### src/rtl/tx_msg_sender.sv
// Walks the transmit ROM from address 0 to the last word and sends each word as a
// start bit, DATA_WIDTH data bits (LSB first) and one stop bit on the tx line.
module tx_msg_sender #(
  parameter int DATA_WIDTH   = 8,
  parameter int ADDR_WIDTH   = 2,
  parameter int CLKS_PER_BIT = 434
) (
  input  logic                  clk,
  input  logic                  rst_n,
  input  logic                  start,
  output logic [ADDR_WIDTH-1:0] rom_addr,
  output logic                  rom_read,
  input  logic [DATA_WIDTH-1:0] rom_q,
  output logic                  tx,
  output logic                  busy,
  output logic                  done
);

  localparam int BAUD_W = $clog2(CLKS_PER_BIT);
  localparam int BIT_W  = (DATA_WIDTH > 1) ? $clog2(DATA_WIDTH) : 1;

  localparam logic [BAUD_W-1:0]     BAUD_MAX  = BAUD_W'(CLKS_PER_BIT - 1);
  localparam logic [BAUD_W-1:0]     BAUD_ONE  = BAUD_W'(1);
  localparam logic [BIT_W-1:0]      BIT_MAX   = BIT_W'(DATA_WIDTH - 1);
  localparam logic [BIT_W-1:0]      BIT_ONE   = BIT_W'(1);
  localparam logic [ADDR_WIDTH-1:0] IDX_LAST  = {ADDR_WIDTH{1'b1}};
  localparam logic [ADDR_WIDTH-1:0] IDX_ONE   = ADDR_WIDTH'(1);

  typedef enum logic [2:0] {
    S_IDLE  = 3'd0,
    S_FETCH = 3'd1,
    S_LOAD  = 3'd2,
    S_START = 3'd3,
    S_DATA  = 3'd4,
    S_STOP  = 3'd5
  } state_t;

  state_t                r_state, w_state;
  logic [ADDR_WIDTH-1:0] r_index, w_index;
  logic [BAUD_W-1:0]     r_baud, w_baud;
  logic [BIT_W-1:0]      r_bit, w_bit;
  logic [DATA_WIDTH-1:0] r_shift, w_shift;
  logic                  r_tx, w_tx;
  logic                  r_busy, w_busy;
  logic                  r_done, w_done;
  logic                  r_rom_read, w_rom_read;
  logic [ADDR_WIDTH-1:0] r_rom_addr, w_rom_addr;
  logic                  w_baud_wrap;

  assign w_baud_wrap = (r_baud == BAUD_MAX);

  // State and registered outputs; reset abandons any frame in flight.
  always_ff @(posedge clk or negedge rst_n) begin
    if (!rst_n) begin
      r_state    <= S_IDLE;
      r_index    <= '0;
      r_baud     <= '0;
      r_bit      <= '0;
      r_shift    <= '0;
      r_tx       <= 1'b1;
      r_busy     <= 1'b0;
      r_done     <= 1'b0;
      r_rom_read <= 1'b0;
      r_rom_addr <= '0;
    end else begin
      r_state    <= w_state;
      r_index    <= w_index;
      r_baud     <= w_baud;
      r_bit      <= w_bit;
      r_shift    <= w_shift;
      r_tx       <= w_tx;
      r_busy     <= w_busy;
      r_done     <= w_done;
      r_rom_read <= w_rom_read;
      r_rom_addr <= w_rom_addr;
    end
  end

  // Next-state and next-output logic; tx is computed one cycle ahead so it is registered.
  always_comb begin
    w_state    = r_state;
    w_index    = r_index;
    w_baud     = r_baud;
    w_bit      = r_bit;
    w_shift    = r_shift;
    w_tx       = r_tx;
    w_busy     = r_busy;
    w_done     = 1'b0;
    w_rom_read = 1'b0;
    w_rom_addr = r_rom_addr;
    case (r_state)
      S_IDLE: begin
        w_tx       = 1'b1;
        w_index    = '0;
        w_rom_addr = '0;
        if (start) begin
          w_state    = S_FETCH;
          w_busy     = 1'b1;
          w_rom_read = 1'b1;
        end else begin
          w_state    = S_IDLE;
          w_busy     = 1'b0;
        end
      end
      S_FETCH: begin
        w_state = S_LOAD;
      end
      S_LOAD: begin
        w_shift = rom_q;
        w_baud  = '0;
        w_tx    = 1'b0;
        w_state = S_START;
      end
      S_START: begin
        if (w_baud_wrap) begin
          w_baud  = '0;
          w_bit   = '0;
          w_tx    = r_shift[0];
          w_state = S_DATA;
        end else begin
          w_baud  = r_baud + BAUD_ONE;
        end
      end
      S_DATA: begin
        if (w_baud_wrap) begin
          w_baud = '0;
          if (r_bit == BIT_MAX) begin
            w_tx    = 1'b1;
            w_state = S_STOP;
          end else begin
            w_shift = {1'b0, r_shift[DATA_WIDTH-1:1]};
            w_tx    = r_shift[1];
            w_bit   = r_bit + BIT_ONE;
          end
        end else begin
          w_baud = r_baud + BAUD_ONE;
        end
      end
      S_STOP: begin
        if (w_baud_wrap) begin
          w_baud = '0;
          if (r_index == IDX_LAST) begin
            w_state    = S_IDLE;
            w_busy     = 1'b0;
            w_done     = 1'b1;
            w_index    = '0;
            w_rom_addr = '0;
          end else begin
            w_state    = S_FETCH;
            w_index    = r_index + IDX_ONE;
            w_rom_addr = r_index + IDX_ONE;
            w_rom_read = 1'b1;
          end
        end else begin
          w_baud = r_baud + BAUD_ONE;
        end
      end
      default: begin
        w_state = S_IDLE;
        w_tx    = 1'b1;
        w_busy  = 1'b0;
      end
    endcase
  end

  assign rom_addr = r_rom_addr;
  assign rom_read = r_rom_read;
  assign tx       = r_tx;
  assign busy     = r_busy;
  assign done     = r_done;

endmodule

### config.mk
export PLATFORM = sky130hd
export DESIGN_NAME = tx_msg_sender
export DESIGN_NICKNAME = d
export VERILOG_FILES = /design/src/rtl/tx_msg_sender.sv
export SDC_FILE = /design/constraint.sdc
export NUM_CORES = 1
export LEC_CHECK = 0
export CAP_MARGIN = 20
export CORE_MARGIN = 4
export CORE_UTILIZATION = 40
export DETAILED_ROUTE_END_ITERATION = 16
export MAX_ROUTING_LAYER = met4
export PLACE_DENSITY = 0.67
export SLEW_MARGIN = 10
export SYNTH_ARGS = -nofsm -noshare
export SYNTH_HDL_FRONTEND = slang
export SYNTH_SLANG_ARGS = --single-unit
### constraint.sdc
create_clock -name clk -period 2 [get_ports clk]
set_clock_uncertainty 0.2 [all_clocks]
set_input_delay 0.4 -clock clk [delete_from_list [all_inputs] [get_ports clk]]
set_output_delay 0.4 -clock clk [all_outputs]
set_load 0.03 [all_outputs]
* Yosys cells after proc, flatten, opt, wreduce, memory -nomap -nowiden *
Cells that the tools add are included.

storage, ports and cells
  word-level logic and storage cells = 75
  input bits = 11
  register bits after elaboration = 29

operators by class
  bitwise logic cells = 2
  mux-type cells = 33
  add/sub/neg operators = 3
  reduce and logical (&&, ||, !) cells = 14
  equality and inequality tests = 14

operators with widths
  cell                                                             number
  3-bit 2-to-1 mux                                                 7
  3-bit one-hot mux with 6 select lines                            1
  9-bit one-hot mux with 2 select lines                            1
  8-bit 2-to-1 mux                                                 2
  8-bit one-hot mux with 2 select lines                            1
  1-bit 2-to-1 mux                                                 13
  2-bit inequality test, second input constant                     6
  9-bit by 1-bit adder with 9-bit output, second input constant    1
  3-bit == test, second input constant                             3
  9-bit == test, second input constant                             1
  9-bit 2-to-1 mux                                                 1
  3-bit AND reduction                                              3
  4-bit AND reduction                                              2
  2-bit nonzero test                                               4
  3-bit by 2-bit == test with 1-bit output, second input constant  2
  3-bit one-hot mux with 2 select lines                            1
  2-bit 2-to-1 mux                                                 2
  1-bit one-hot mux with 4 select lines                            1
  2-bit one-hot mux with 2 select lines                            1
  4-bit OR reduction                                               1
  3-bit by 1-bit adder with 3-bit output, second input constant    1
  3-bit by 1-bit == test with 1-bit output, second input constant  1
  3-bit zero test                                                  1
  1-bit one-hot mux with 3 select lines                            1
  7 further kinds                                                  8

* Logic depth before layout (Yosys ltp) *
Gate-level depths: netlist of run 1.

  word-level depth = 4
  gate-level depth with buffers = 8

* Least setup slack after synthesis of run 1 *
No wires, ideal clock.

  kind = register to register
  from = register r_bit[0]
  to = register r_shift[2]
  required time = 1667 ps
  cell stages (with the launch flop) = 8
  slack = 96 ps
  path buffers = 1
  clock period less this slack = 1904 ps
  library setup time = 133 ps
  arrival = 1571 ps
  cell sequence = dfrtp_1 -> ha_1 -> ha_1 -> nor4b_4 -> a31oi_2 -> buf_2 -> nand2_1 -> o21ai_0

between the ends
  cells in the longest elaborated chain, start to end = 3

RTL lines
  element                                 line  text
  start: declaration                      41    logic [BIT_W-1:0] r_bit, w_bit;
  start signal: assignment                69    r_bit <= w_bit;
  3-bit == test                           127   if (r_bit == BIT_MAX) begin
  2-bit inequality test (no source line)  n/a
  3-bit AND reduction (no source line)    n/a
  end signal: assignment                  70    r_shift <= w_shift;
  end: declaration                        42    logic [DATA_WIDTH-1:0] r_shift, w_shift;

No other way between the ends.
A chain may end at the register's enable or synchronous reset.

* Worst setup path in the final report of run 1 *
  from = register r_bit[0]
  to = register r_shift[7]

Same word-level chain as after synthesis.

==> results.sh, run 1 <==
export IMPL_power_density_nw_per_um2=616.8
export IMPL_gp_congestion=0.8779
export IMPL_initial_core_util_pct=42.40
export IMPL_critPathLaunchType="register"
export IMPL_cts_root_buffer="clkbuf_8"
export IMPL_syn_cell_area_um2=1599
export IMPL_final_area_um2=2048
export IMPL_placed_area_um2=1857
export IMPL_endpoint_kind="register"
export IMPL_finalNetCount=209
export IMPL_crit_fanout=8
export IMPL_path_delay_family="flip-flops"
export IMPL_finalWirelength_um=3642
export IMPL_yosysWarnings=0
export IMPL_syn_area_per_cell_um2=9.871
export IMPL_drt_vias_per_instance=5.492
export IMPL_synth_main_ff_cell="dfrtp_1"
export IMPL_cp_required_ns=1.97
export IMPL_io_pins=17
export IMPL_crit_slowest_cell="dfrtp_1"
export IMPL_fp_row_count=22
export IMPL_synth_adder_area_share_pct=3.912
export IMPL_wl_per_cell_um=15.05
export IMPL_hold_viol=0
export IMPL_fin_util_pct=54.31
export IMPL_antenna_found_initial=0
export IMPL_grt_pass1_vias=1219
export IMPL_hpwl_um=2460
export IMPL_die_h_um=71.23
export IMPL_drc=0
export IMPL_worst_path_largest_cell_delay_ns=0.41
export IMPL_grt_max_degree=30
export IMPL_synth_top_family_by_area="simple AND/OR/NAND/NOR gates"
export IMPL_irDropWorstVdd_v=0.0004805
export IMPL_p_leak_uw=0.0009044
export IMPL_grt_overflow_total=0
export IMPL_status="completed"
export IMPL_max_freq_mhz=513.2
export IMPL_first_iter_violations=120
export IMPL_slew_headroom_pct=53.75
export IMPL_synth_compound_area_share_pct=19.41
export IMPL_maxCapViolCount=0
export IMPL_syn_nets=178
export IMPL_h_tree_depth=2
export IMPL_drv_slew=0
export IMPL_finalCriticalPeriod_ns=1.949
export IMPL_core_area_um2=3771
export IMPL_drive_gt1_share_pct=18.04
export IMPL_worst_slack_ns=0.05126
export IMPL_synthArstFlopShare_pct=100.0
export IMPL_n_antenna_cell=0
export IMPL_grt_pass1_wl_um=5595
export IMPL_hold_slack_ns=0.2889
export IMPL_grt_total_usage_pct=14.51
export IMPL_fp_dieW_um=71.23
export IMPL_cts_sinks=29
export IMPL_synthXorXnorAreaFrac_pct=1.643
export IMPL_tightest_slew_ns=0.6922
export IMPL_min_period_over_period_pct=97.44
export IMPL_cts_tree="yes"
export IMPL_ys_types=48
export IMPL_dp_slack_ns=0.01699
export IMPL_synth_cells=162
export IMPL_final_cell_mix="dfrtp_1, nand2_1, buf_4"
export IMPL_final_common_cell="dfrtp_1"
export IMPL_yosysSeqAreaShare_pct=45.46
export IMPL_synth_edf_count=0
export IMPL_arrival_ns=1.92
export IMPL_synth_seq_cells=29
export IMPL_crit_buf_inv=1
export IMPL_dr_pass1_iters=4
export IMPL_area_growth_pct=28.09
export IMPL_io_buffers=16
export IMPL_die_area_um2=5073
export IMPL_cts_hold_buf=0
export IMPL_cts_buffers_inserted=5
export IMPL_yosys_area_share_simple_pct=20.11
export IMPL_crit_chain="ha_2, ha_4, nor4b_4, buf_4, a31oi_4, a32o_1"
export IMPL_yosys_mux_area_fraction_pct=5.008
export IMPL_antenna_left=0
export IMPL_tns_ns=0
export IMPL_insertion_delay_ns=0.28
export IMPL_via_count=1329
export IMPL_path_class="reg -> reg"
export IMPL_hold_path_class="reg -> reg"
export IMPL_clk_path_buf_depth=2
export IMPL_cts_clk_slew_worst_paths_ns=0.06
export IMPL_setup_viol=0
[routing by layer]
metal  global-route usage [%]  wire [um]  up-vias
met1                    17.89       1686      636
met4                    7.724         86        0
met5                        -          0        -
li1                         -          -      656
met3                    3.366        128        9
met2                    22.04       1741       28
[worst paths after layout]
check	depth (start not counted)	end	startpoint	slack, ns
min in group asynchronous	2	rom_addr[1]$_DFFE_PN0P_	rst_n	0.30
worst max register to register	6	r_shift[7]$_DFFE_PN0P_	r_bit[0]$_DFFE_PN0P_	0.05
worst min-delay path	2	r_shift[0]$_DFFE_PN0P_	r_shift[0]$_DFFE_PN0P_	0.29
worst min register to register	2	r_shift[0]$_DFFE_PN0P_	r_shift[0]$_DFFE_PN0P_	0.29
worst max-delay path	6	r_shift[7]$_DFFE_PN0P_	r_bit[0]$_DFFE_PN0P_	0.05
max in group asynchronous	2	tx$_DFFE_PN1P_	rst_n	0.99
[worst reg2reg max path: stages (launching register included)]
cell and delay (ns):
dfrtp_1 0.41, ha_2 0.20, ha_4 0.17, nor4b_4 0.30, buf_4 0.19, a31oi_4 0.13
a32o_1 0.25
[stage by stage]
stage	cells	power [uW]
global route	242	1305
floorplan	162	619.9
detailed placement	229	656.7
CTS	237	1274
finish	242	1263
global placement	229	654.1
[cells in the mapped netlist (2+ instances only)]
library cell / count / share of area (%)
nand4_1: 2 / 0.78
and2_1: 3 / 1.2
a21oi_1: 6 / 1.9
a32o_1: 3 / 1.9
and3_1: 2 / 0.78
nor2b_1: 2 / 0.78
dfrtp_1: 28 / 44
a21o_1: 2 / 0.94
nand3_1: 4 / 1.3
mux2i_1: 8 / 5.0
buf_2: 6 / 1.9
nor3b_1: 2 / 0.94
a32oi_1: 2 / 1.1
o211ai_1: 3 / 1.4
o21ai_0: 16 / 5.0
o221ai_1: 2 / 1.1
nor3_1: 2 / 0.63
or3_1: 2 / 0.78
a22oi_1: 2 / 0.94
ha_1: 5 / 3.9
inv_1: 5 / 1.2
nor2_1: 6 / 1.4
xor2_1: 2 / 1.1
nand2_1: 23 / 5.4
[what timing repair did]
action / in CTS / in global routing
endpoints found under the setup margin: 2 / 17
resized for setup: 2 / 11
cloned: 0 / 1
pin swaps: 0 / 7
setup buffers: 0 / 4
[final cells by class]
cell class | count | area (um2)
Tap cell | 48 | 60.06
Timing Repair Buffer | 32 | 280.3
Fill cell | 327 | 1723
Clock buffer | 7 | 86.33
Inverter | 5 | 18.77
Multi-Input combinational cell | 120 | 845.8
Sequential cell | 29 | 726.9
Clock inverter | 1 | 30.03
[flip-flops by register name (all words and copies together), names as in the netlist]
signal and count:
rom_read 1, tx 1, r_state 3, rom_addr 2, done 1, r_baud 9, busy 1, r_bit 3
r_shift 8
[cell families (layout without fill, tap and decap cells)]
| group | after synthesis | in the layout |
|---|---|---|
| buffers and inverters | 14 | 45 |
| adders and majority gates | 5 | 5 |
| AOI/OAI and AO/OA | 45 | 46 |
| DFF | 29 | 29 |
| xor gates and xnor gates | 3 | 3 |
| muxes | 8 | 8 |
| and+or+nand+nor | 58 | 58 |
[where the power goes]
| part | total, uW | internal, uW | switching [uW] |
|---|---|---|---|
| clock | 618 | 405 | 213 |
| combinational | 44.7 | 24.9 | 19.8 |
| sequential | 600 | 595 | 5.04 |
| total | 1260 | 1030 | 238 |
Power figures use the tool's default switching activity.
==> run 2, diff against run 1 <==
CAP_MARGIN = 15   (was 20)
==> results of run 2 <==
No change in the layout: final DEF, timing and power equal those of run 1.
==> run 3, diff against run 2 <==
CORE_MARGIN = unset   (was 4)
==> run 3 against run 2 <==
Effect of this change:
- hold slack got worse by 0.0017 ns
- clock power fell by 15%
- clock-buffer cell count did not move
- critical path depth did not move
- setup slack got worse by 0.041 ns
- largest power group is now sequential cells
==> results.sh, run 3 (same netlist as run 1, synthesis figures left out) <==
export IMPL_antenna_left=0
export IMPL_grt_total_usage_pct=18.16
export IMPL_hold_viol=0
export IMPL_final_area_um2=2024
export IMPL_p_leak_uw=0.0008858
export IMPL_irDropWorstVdd_v=0.0003449
export IMPL_die_h_um=65.23
export IMPL_first_iter_violations=58
export IMPL_via_count=1325
export IMPL_min_from="r_shift[2]$_DFFE_PN0P_"
export IMPL_fin_util_pct=54.08
export IMPL_rsz0062_at_grt="true"
export IMPL_regArea_um2=728.2
export IMPL_arrival_ns=2.00
export IMPL_fp_dieW_um=65.23
export IMPL_initial_core_util_pct=42.71
export IMPL_grt_max_degree=30
export IMPL_stdcell_count=241
export IMPL_multi_input_area_um2=839.6
export IMPL_status="completed"
export IMPL_endpoint_kind="register"
export IMPL_largest_register_ffs=9
export IMPL_insertion_delay_ns=0.28
export IMPL_min_path_cells=2
export IMPL_top_register="r_baud"
export IMPL_r2r_start="r_baud[1]$_DFFE_PN0P_"
export IMPL_r2r_cells=6
export IMPL_cts_clk_slew_worst_paths_ns=0.06
export IMPL_cts_tree="yes"
export IMPL_clk_path_buf_depth=2
export IMPL_power_density_nw_per_um2=577.7
export IMPL_io_pins=17
export IMPL_final_cell_mix="dfrtp_1, nand2_1, o21ai_0, buf_4, clkdlybuf4s50_1"
export IMPL_finalNetCount=208
export IMPL_rrSetupSlack_ns=0.01
export IMPL_cts_sinks=29
export IMPL_min_to="r_shift[2]$_DFFE_PN0P_"
export IMPL_critPathLaunchType="register"
export IMPL_dp_slack_ns=-0.02492
export IMPL_startpoint="r_baud[1]$_DFFE_PN0P_"
export IMPL_hold_slack_ns=0.2872
export IMPL_dr_pass1_iters=4
export IMPL_maxCapViolCount=0
export IMPL_finalCriticalPeriod_ns=1.989
export IMPL_drt_vias_per_instance=5.498
export IMPL_die_area_um2=4254
export IMPL_grt_pass1_vias=1288
export IMPL_path_class="reg -> reg"
export IMPL_gp_congestion=0.8620
export IMPL_min_period_over_period_pct=99.47
export IMPL_drive_gt1_share_pct=19.17
export IMPL_reg2reg_to="r_baud[7]$_DFFE_PN0P_"
export IMPL_crit_fanout=7
export IMPL_grt_pass1_wl_um=5685
export IMPL_h_tree_depth=2
export IMPL_tightest_slew_ns=0.4014
export IMPL_slew_headroom_pct=73.14
export IMPL_placed_area_um2=1849
export IMPL_fp_row_count=22
export IMPL_io_buffers=16
export IMPL_max_freq_mhz=502.7
export IMPL_cts_buffers_inserted=5
export IMPL_cts_hold_buf=0
export IMPL_setup_viol=0
export IMPL_cp_required_ns=2.01
export IMPL_drc=0
export IMPL_n_antenna_cell=0
export IMPL_fillers=347
export IMPL_drv_slew=0
export IMPL_finalWirelength_um=3484
export IMPL_cts_root_buffer="clkbuf_8"
export IMPL_hold_path_class="reg -> reg"
export IMPL_antenna_found_initial=0
export IMPL_hpwl_um=2571
export IMPL_dp_cells=228
export IMPL_grt_overflow_total=0
export IMPL_wl_per_cell_um=14.46
export IMPL_area_growth_pct=26.60
export IMPL_largest_registers="r_baud (9), r_shift (8)"
export IMPL_worst_slack_ns=0.01068
export IMPL_final_common_cell="dfrtp_1"
export IMPL_core_area_um2=3744
-- run 3: how the worst max path moves through the flow --
stage	end	slack, ns	depth (start not counted)
CTS	r_bit[2]$_DFFE_PN0P_	-0.02	6
global placement	r_shift[7]$_DFFE_PN0P_	0.08	5
floorplan	r_shift[2]$_DFFE_PN0P_	0.1	7
global route	r_bit[2]$_DFFE_PN0P_	-0.03	6
finish	r_baud[7]$_DFFE_PN0P_	0.01	6
detailed placement	r_shift[0]$_DFFE_PN0P_	-0.02	5
-- run 3: cell type report --
cell class | instances | share of cell area [%]
timing repair buffer | 32 | 13.66
clock buffer | 7 | 4.759
tap | 48 | 2.967
clock inverter | 1 | 0.2472
multi-input combinational | 119 | 41.47
inverter | 5 | 0.9271
sequential | 29 | 35.97
-- run 3: what timing repair did --
action                     4_1_cts  5_1_grt
resized for setup                5        7
pin swaps                        1        4
setup endpoints to repair       10        8
buffers inserted                 0        5
-- run 3: worst max-delay path: stages (launching register included) --
cell and delay (ns):
dfrtp_1 0.36, inv_1 0.07, ha_1 0.17, and4b_2 0.31
o2bb2ai_2 0.18, or4_1 0.53, nand3_1 0.09
-- run 3: through the flow --
step	setup TNS [ns]	power, uW
after floorplan	0	619.9
after global placement	0	654.0
after detailed placement	-0.06108	655.7
after CTS	-0.02742	1187
after global routing	-0.09443	1215
final	0	1170
-- run 3: layer usage --
| metal | vias to the layer above | share of wire (%) | global-route usage (%) |
|---|---|---|---|
| li1 | 651 | - | - |
| met1 | 644 | 45 | 20.84 |
| met2 | 25 | 50 | 31.31 |
| met3 | 5 | 3.6 | 3.646 |
| met4 | 0 | 0.98 | 6.522 |
| met5 | - | 0 | - |
-- run 3: where the power goes --
| group | switching (uW) | internal, uW | leakage, uW | total (uW) |
|---|---|---|---|---|
| combinational | 19.4 | 24.6 | 0.000488 | 44.0 |
| sequential | 4.74 | 595 | 0.000344 | 600 |
| clock | 215 | 310 | 0.0000542 | 526 |
| total | 239 | 930 | 0.000886 | 1170 |
